--- src/rtl/multi_alarm_clock_core.sv ---
// Time-of-day clock with N_ALARMS alarm slots and a ring/snooze/dismiss state machine.
// Also drives a 12/24 h display hour and a PM flag for the LED digit converters.
module multi_alarm_clock_core #(
  parameter int CLK_HZ     = 50000000,
  parameter int N_ALARMS   = 4,
  parameter int RING_SECS  = 60,
  parameter int SNOOZE_MIN = 5
) (
  input  logic       clk,
  input  logic       reset,
  input  logic       mode12,
  input  logic       time_wr,
  input  logic [4:0] wr_hour,
  input  logic [5:0] wr_min,
  input  logic [5:0] wr_sec,
  input  logic       alarm_wr,
  input  logic [2:0] alarm_idx,
  input  logic [4:0] alarm_hour,
  input  logic [5:0] alarm_min,
  input  logic       alarm_en,
  input  logic       snooze,
  input  logic       dismiss,
  output logic [4:0] hour,
  output logic [5:0] min,
  output logic [5:0] sec,
  output logic [4:0] disp_hour,
  output logic       pm,
  output logic       sec_tick,
  output logic       ringing,
  output logic       snoozing,
  output logic [2:0] ring_slot,
  output logic       wr_err
);

  localparam int          PW      = $clog2(CLK_HZ);
  localparam logic [3:0]  N_SLOTS = 4'(N_ALARMS);
  localparam logic [7:0]  RING_LAST = 8'(RING_SECS - 1);

  typedef enum logic [1:0] {S_IDLE, S_RING, S_SNOOZE} state_t;

  state_t        state, state_nxt;
  logic [PW-1:0] presc;
  logic [7:0]    ring_cnt;
  logic [4:0]    snz_hour;
  logic [5:0]    snz_min;

  logic [4:0] al_hour [N_ALARMS];
  logic [5:0] al_min  [N_ALARMS];
  logic       al_en   [N_ALARMS];

  logic       tick, time_ok, time_load, alarm_ok, alarm_load;
  logic [4:0] nxt_hour, tgt_hour;
  logic [5:0] nxt_sec, nxt_min, tgt_min;
  logic [6:0] tgt_sum;
  logic       match_evt, slot_hit, snz_hit, ring_done;
  logic [2:0] hit_idx;
  logic       start_ring, take_slot, enter_snooze;

  assign tick       = (presc == PW'(CLK_HZ - 1));
  assign sec_tick   = tick;
  assign time_ok    = (wr_hour < 5'd24) && (wr_min < 6'd60) && (wr_sec < 6'd60);
  assign time_load  = time_wr && time_ok;
  assign alarm_ok   = ({1'b0, alarm_idx} < N_SLOTS) && (alarm_hour < 5'd24) && (alarm_min < 6'd60);
  assign alarm_load = alarm_wr && alarm_ok;

  // Time one second ahead; also the value compared against the alarm slots.
  always_comb begin
    nxt_sec  = sec + 6'd1;
    nxt_min  = min;
    nxt_hour = hour;
    if (sec == 6'd59) begin
      nxt_sec = 6'd0;
      if (min == 6'd59) begin
        nxt_min  = 6'd0;
        nxt_hour = (hour == 5'd23) ? 5'd0 : hour + 5'd1;
      end else begin
        nxt_min = min + 6'd1;
      end
    end
  end

  // Snooze target: current hour:min + SNOOZE_MIN, wrapping through midnight.
  always_comb begin
    tgt_sum  = {1'b0, min} + 7'(SNOOZE_MIN);
    tgt_min  = tgt_sum[5:0];
    tgt_hour = hour;
    if (tgt_sum >= 7'd60) begin
      tgt_min  = 6'(tgt_sum - 7'd60);
      tgt_hour = (hour == 5'd23) ? 5'd0 : hour + 5'd1;
    end
  end

  // Descending scan so the lowest matching index is the one left standing.
  always_comb begin
    slot_hit = 1'b0;
    hit_idx  = 3'd0;
    for (int i = N_ALARMS - 1; i >= 0; i--) begin
      if (al_en[i] && al_hour[i] == nxt_hour && al_min[i] == nxt_min) begin
        slot_hit = 1'b1;
        hit_idx  = 3'(i);
      end
    end
  end

  assign match_evt = tick && !time_load && (sec == 6'd59);
  assign snz_hit   = match_evt && (nxt_hour == snz_hour) && (nxt_min == snz_min);
  assign ring_done = tick && (ring_cnt == RING_LAST);

  always_ff @(posedge clk) begin
    if (reset) state <= S_IDLE;
    else       state <= state_nxt;
  end

  always_comb begin
    state_nxt    = state;
    start_ring   = 1'b0;
    take_slot    = 1'b0;
    enter_snooze = 1'b0;
    unique case (state)
      S_IDLE: begin
        if (match_evt && slot_hit) begin
          state_nxt  = S_RING;
          start_ring = 1'b1;
          take_slot  = 1'b1;
        end
      end
      S_RING: begin
        if (dismiss) begin
          state_nxt = S_IDLE;
        end else if (snooze) begin
          state_nxt    = S_SNOOZE;
          enter_snooze = 1'b1;
        end else if (ring_done) begin
          state_nxt = S_IDLE;
        end
      end
      S_SNOOZE: begin
        if (dismiss) begin
          state_nxt = S_IDLE;
        end else if (snz_hit) begin
          state_nxt  = S_RING;
          start_ring = 1'b1;
        end else if (match_evt && slot_hit) begin
          state_nxt  = S_RING;
          start_ring = 1'b1;
          take_slot  = 1'b1;
        end
      end
      default: state_nxt = S_IDLE;
    endcase
  end

  always_comb begin
    ringing  = (state == S_RING);
    snoozing = (state == S_SNOOZE);
  end

  always_ff @(posedge clk) begin
    if (reset) begin
      presc     <= '0;
      hour      <= 5'd0;
      min       <= 6'd0;
      sec       <= 6'd0;
      wr_err    <= 1'b0;
      ring_slot <= 3'd0;
      ring_cnt  <= 8'd0;
      snz_hour  <= 5'd0;
      snz_min   <= 6'd0;
    end else begin
      // NOTE: non-blocking assignments throughout, so every right-hand side sees pre-edge values.
      wr_err <= (time_wr && !time_ok) || (alarm_wr && !alarm_ok);
      if (time_load) begin
        presc <= '0;
        hour  <= wr_hour;
        min   <= wr_min;
        sec   <= wr_sec;
      end else if (tick) begin
        presc <= '0;
        hour  <= nxt_hour;
        min   <= nxt_min;
        sec   <= nxt_sec;
      end else begin
        presc <= presc + PW'(1);
      end
      if (take_slot) ring_slot <= hit_idx;
      if (start_ring)                    ring_cnt <= 8'd0;
      else if (state == S_RING && tick)  ring_cnt <= ring_cnt + 8'd1;
      if (enter_snooze) begin
        snz_hour <= tgt_hour;
        snz_min  <= tgt_min;
      end
    end
  end

  // NOTE: the slot array is small and must read as disabled after reset, so it is reset like any other register.
  always_ff @(posedge clk) begin
    if (reset) begin
      for (int i = 0; i < N_ALARMS; i++) begin
        al_hour[i] <= 5'd0;
        al_min[i]  <= 6'd0;
        al_en[i]   <= 1'b0;
      end
    end else if (alarm_load) begin
      al_hour[alarm_idx] <= alarm_hour;
      al_min[alarm_idx]  <= alarm_min;
      al_en[alarm_idx]   <= alarm_en;
    end
  end

  always_comb begin
    disp_hour = hour;
    if (mode12) begin
      if (hour == 5'd0)      disp_hour = 5'd12;
      else if (hour > 5'd12) disp_hour = hour - 5'd12;
    end
    pm = (hour >= 5'd12);
  end

endmodule

--- config.mk ---
export PLATFORM = sky130hd
export DESIGN_NAME = multi_alarm_clock_core
export DESIGN_NICKNAME = d
export VERILOG_FILES = /design/src/rtl/multi_alarm_clock_core.sv
export SDC_FILE = /design/constraint.sdc
export NUM_CORES = 1
export LEC_CHECK = 0
export ABC_AREA = 1
export ABC_CLOCK_PERIOD_IN_PS = 3050
export CAP_MARGIN = 25
export CORE_MARGIN = 4
export CORE_UTILIZATION = 58
export CTS_BUF_LIST = sky130_fd_sc_hd__clkbuf_4 sky130_fd_sc_hd__clkbuf_8 sky130_fd_sc_hd__clkbuf_16
export DETAILED_ROUTE_END_ITERATION = 16
export PLACE_DENSITY_LB_ADDON = 0.25
export SLEW_MARGIN = 0
export SYNTH_ARGS = -nofsm -noshare
export SYNTH_HDL_FRONTEND = slang
export SYNTH_SLANG_ARGS = --single-unit
--- constraint.sdc ---
create_clock -name clk -period 3.05 [get_ports clk]
set_input_delay 0.61 -clock clk [delete_from_list [all_inputs] [get_ports clk]]
set_output_delay 0.61 -clock clk [all_outputs]
set_load 0.02 [all_outputs]
==> results.ini <==
[worst_setup_path]
crit_top_cell=nand3_1
worstPathArrival_ns=2.30
crit_fanout=5
path_cells=buf_4, inv_1, ha_1, nand3_1, nand3_1, a21oi_1, o21ai_0, clkdlybuf4s50_1
crit_required_ns=2.44
critPathMaxStageDelay_ns=0.63
cpMaxStageDelayCell=clkdlybuf4s50_1
critical_path_class=register to output pin
start_kind=register
endpoint_kind=output pin

[layout]
layout-drive-gt1-share_pct=10.6
antenna_cells=0
final_cell_mix=nand2_1, nor2_1, inv_1
fill_cells=909
area_growth_pct=22.6
finalCoreUtilization_pct=73.2
final_nets=1096
final_common_cell=nand2_1

[die]
ios=69
die_x_um=117
fp.coreArea_um2=11500
start_util_pct=59.6
fp.dieH_um=117
rows=39
dieArea_um2=13600

[clock_network]
cts_buffers=17
clk_pin_slew_ns=0.05
cts_tree=built
cts_htree_levels=4
root_buffer=clkbuf_16
cts_max_path_buffers=2
holdBufCountCts=0
cts_sinks=115
clk_latency_ns=0.42

[synthesis]
synth_seq_area_share_pct=40.5
synthTopCellsByArea=edfxtp_1, dfxtp_1, nand2_1
synth.distinct_cells=49
avgSynthCellArea_um2=7.18
async_flop_share_pct=0
synthCells=957
synth_top_area_share_pct=21.0
synthFlopType=dfxtp_1
syn_nets=1007
yosysWarnings=0
yosysTopAreaCell=edfxtp_1
synthesis.area_um2=6870
synth_edf_count=48
ys_seq_elements=115

[pwr]
irDropWorstVdd_uv=425
p_per_area_nw_per_um2=500
p_leak_nw=3.79

[sta]
finalCriticalPeriod_ns=2.91
hold_viol_final=0
maxSlewHeadroom_pct=58.7
max_freq_ghz=0.343
finalSetupViolations=0
finalClockSkew_ns=0.00571
rsz0062_at_grt=false
holdWs_ns=0.456
fin_crit_sh_pct=95.5
maxSlewViolCount=0
fin_setup_tns_ns=0
tightest_slew_ns=0.618

[placement]
io_buffers=67
dpl.hpwl_um=14100
gp_congestion=0.945

[outcome]
status=completed

[grt]
grt_usage_pct=28.4
grt_pass1_wl_um=29800
grt_max_degree=22
grt_overflow=0
antenna_found_initial=0
first_global_vias=6035

[route]
drc=0
dr.pass1.iters=5
postRouteAntennaNets=0
drtIter0Drc=651
wirelength_um=18800
routed_via_density=5.47
via_count=6571
wl_per_cell_um=15.6

[hold_path]
min_path_type=register to register

[run]
maxCapViolations=0

-- state kept, by name, indices dropped and copies added (netlist names) --
name,count
al_en,4
wr_err,1
al_min,24
state,2
presc,26
ring_slot,2
ring_cnt,8
sec,6
snz_hour,5
min,6
snz_min,6
hour,5
al_hour,20
-- cell usage after synthesis, drive strengths merged, types with 4 or more instances --
cell type,n
nand2,243
a31oi,7
nor2,165
ha,11
nor3,15
xnor2,8
or2,5
nor3b,5
dfxtp,67
a21oi,31
buf,9
a221oi,4
edfxtp,48
nand3b,11
inv,145
a22oi,5
nand4,29
xor2,20
o21ai,24
nand3,65
clkbuf,14
o211ai,5
-- worst max-delay path, delay by kind of cell (launching register included) --
family | cells | cell delay [ns]
AOI/OAI and AO/OA | 2 | 0.16
adders and majority gates | 1 | 0.20
buffers and inverters | 3 | 0.95
DFF | 1 | 0.31
and+or+nand+nor | 2 | 0.27
-- worst paths after layout --
kind	startpoint	end	slack, ns	depth (start not counted)
min reg2reg	presc[0]	presc[0]	0.46	1
max reg2reg	sec[0]	ring_cnt[2]	0.22	14
min	presc[0]	presc[0]	0.46	1
max	hour[1]	disp_hour[3]	0.14	8
-- metal layers --
layer / track usage [%] / wire [um] / vias to the layer above
li1: - / - / 3268
met5: 0 / 0 / -
met3: 5.66 / 1250 / 49
met1: 37.7 / 8280 / 3010
met2: 45.3 / 8640 / 244
met4: 12.7 / 595 / 0
-- stage by stage --
stage	std cells	cell area (um2)	worst slack [ns]	power, mW
after floorplan	957	6870	0.305	2.03
after global placement	1170	7790	0.180	2.24
after detailed placement	1170	7790	0.157	2.25
after CTS	1202	8390	0.0246	4.22
after global routing	1202	8420	0.00760	4.35
final	1202	8420	0.136	4.21
-- report_power, final --
part	switching (mW)	total [mW]	internal (mW)
clock	0.661	1.99	1.32
sequential	0.0510	1.72	1.67
combinational	0.304	0.508	0.204
-- cell families (layout without fill, tap and decap cells) --
logic type	after synthesis	in the layout	synth area share (%)
other	1	1	0.0546
AND/OR/NAND/NOR	542	542	36.1
flip-flops	115	115	40.5
AO/OA/AOI/OAI	89	89	7.78
multiplexers	1	1	0.146
adder cells (fa/ha/maj)	11	11	2.00
XOR/XNOR	28	28	3.57
buffers and inverters	170	272	9.87
-- cell type report --
cell class | count | area [um2] | share of cell area, %
multi-input cells | 672 | 3440 | 40.8
clock inverters | 5 | 77.6 | 0.921
inverters | 147 | 552 | 6.55
repair buffers | 93 | 875 | 10.4
flip-flops and latches | 115 | 2780 | 33.0
well taps | 143 | 179 | 2.12
clock buffers | 27 | 519 | 6.16
-- timing repair --
item / CTS / global route
resized for setup: 1 / 9
endpoints found under the setup margin: 1 / 11
setup buffers: 0 / 0
Note: power is estimated with default switching activity, not from simulation.
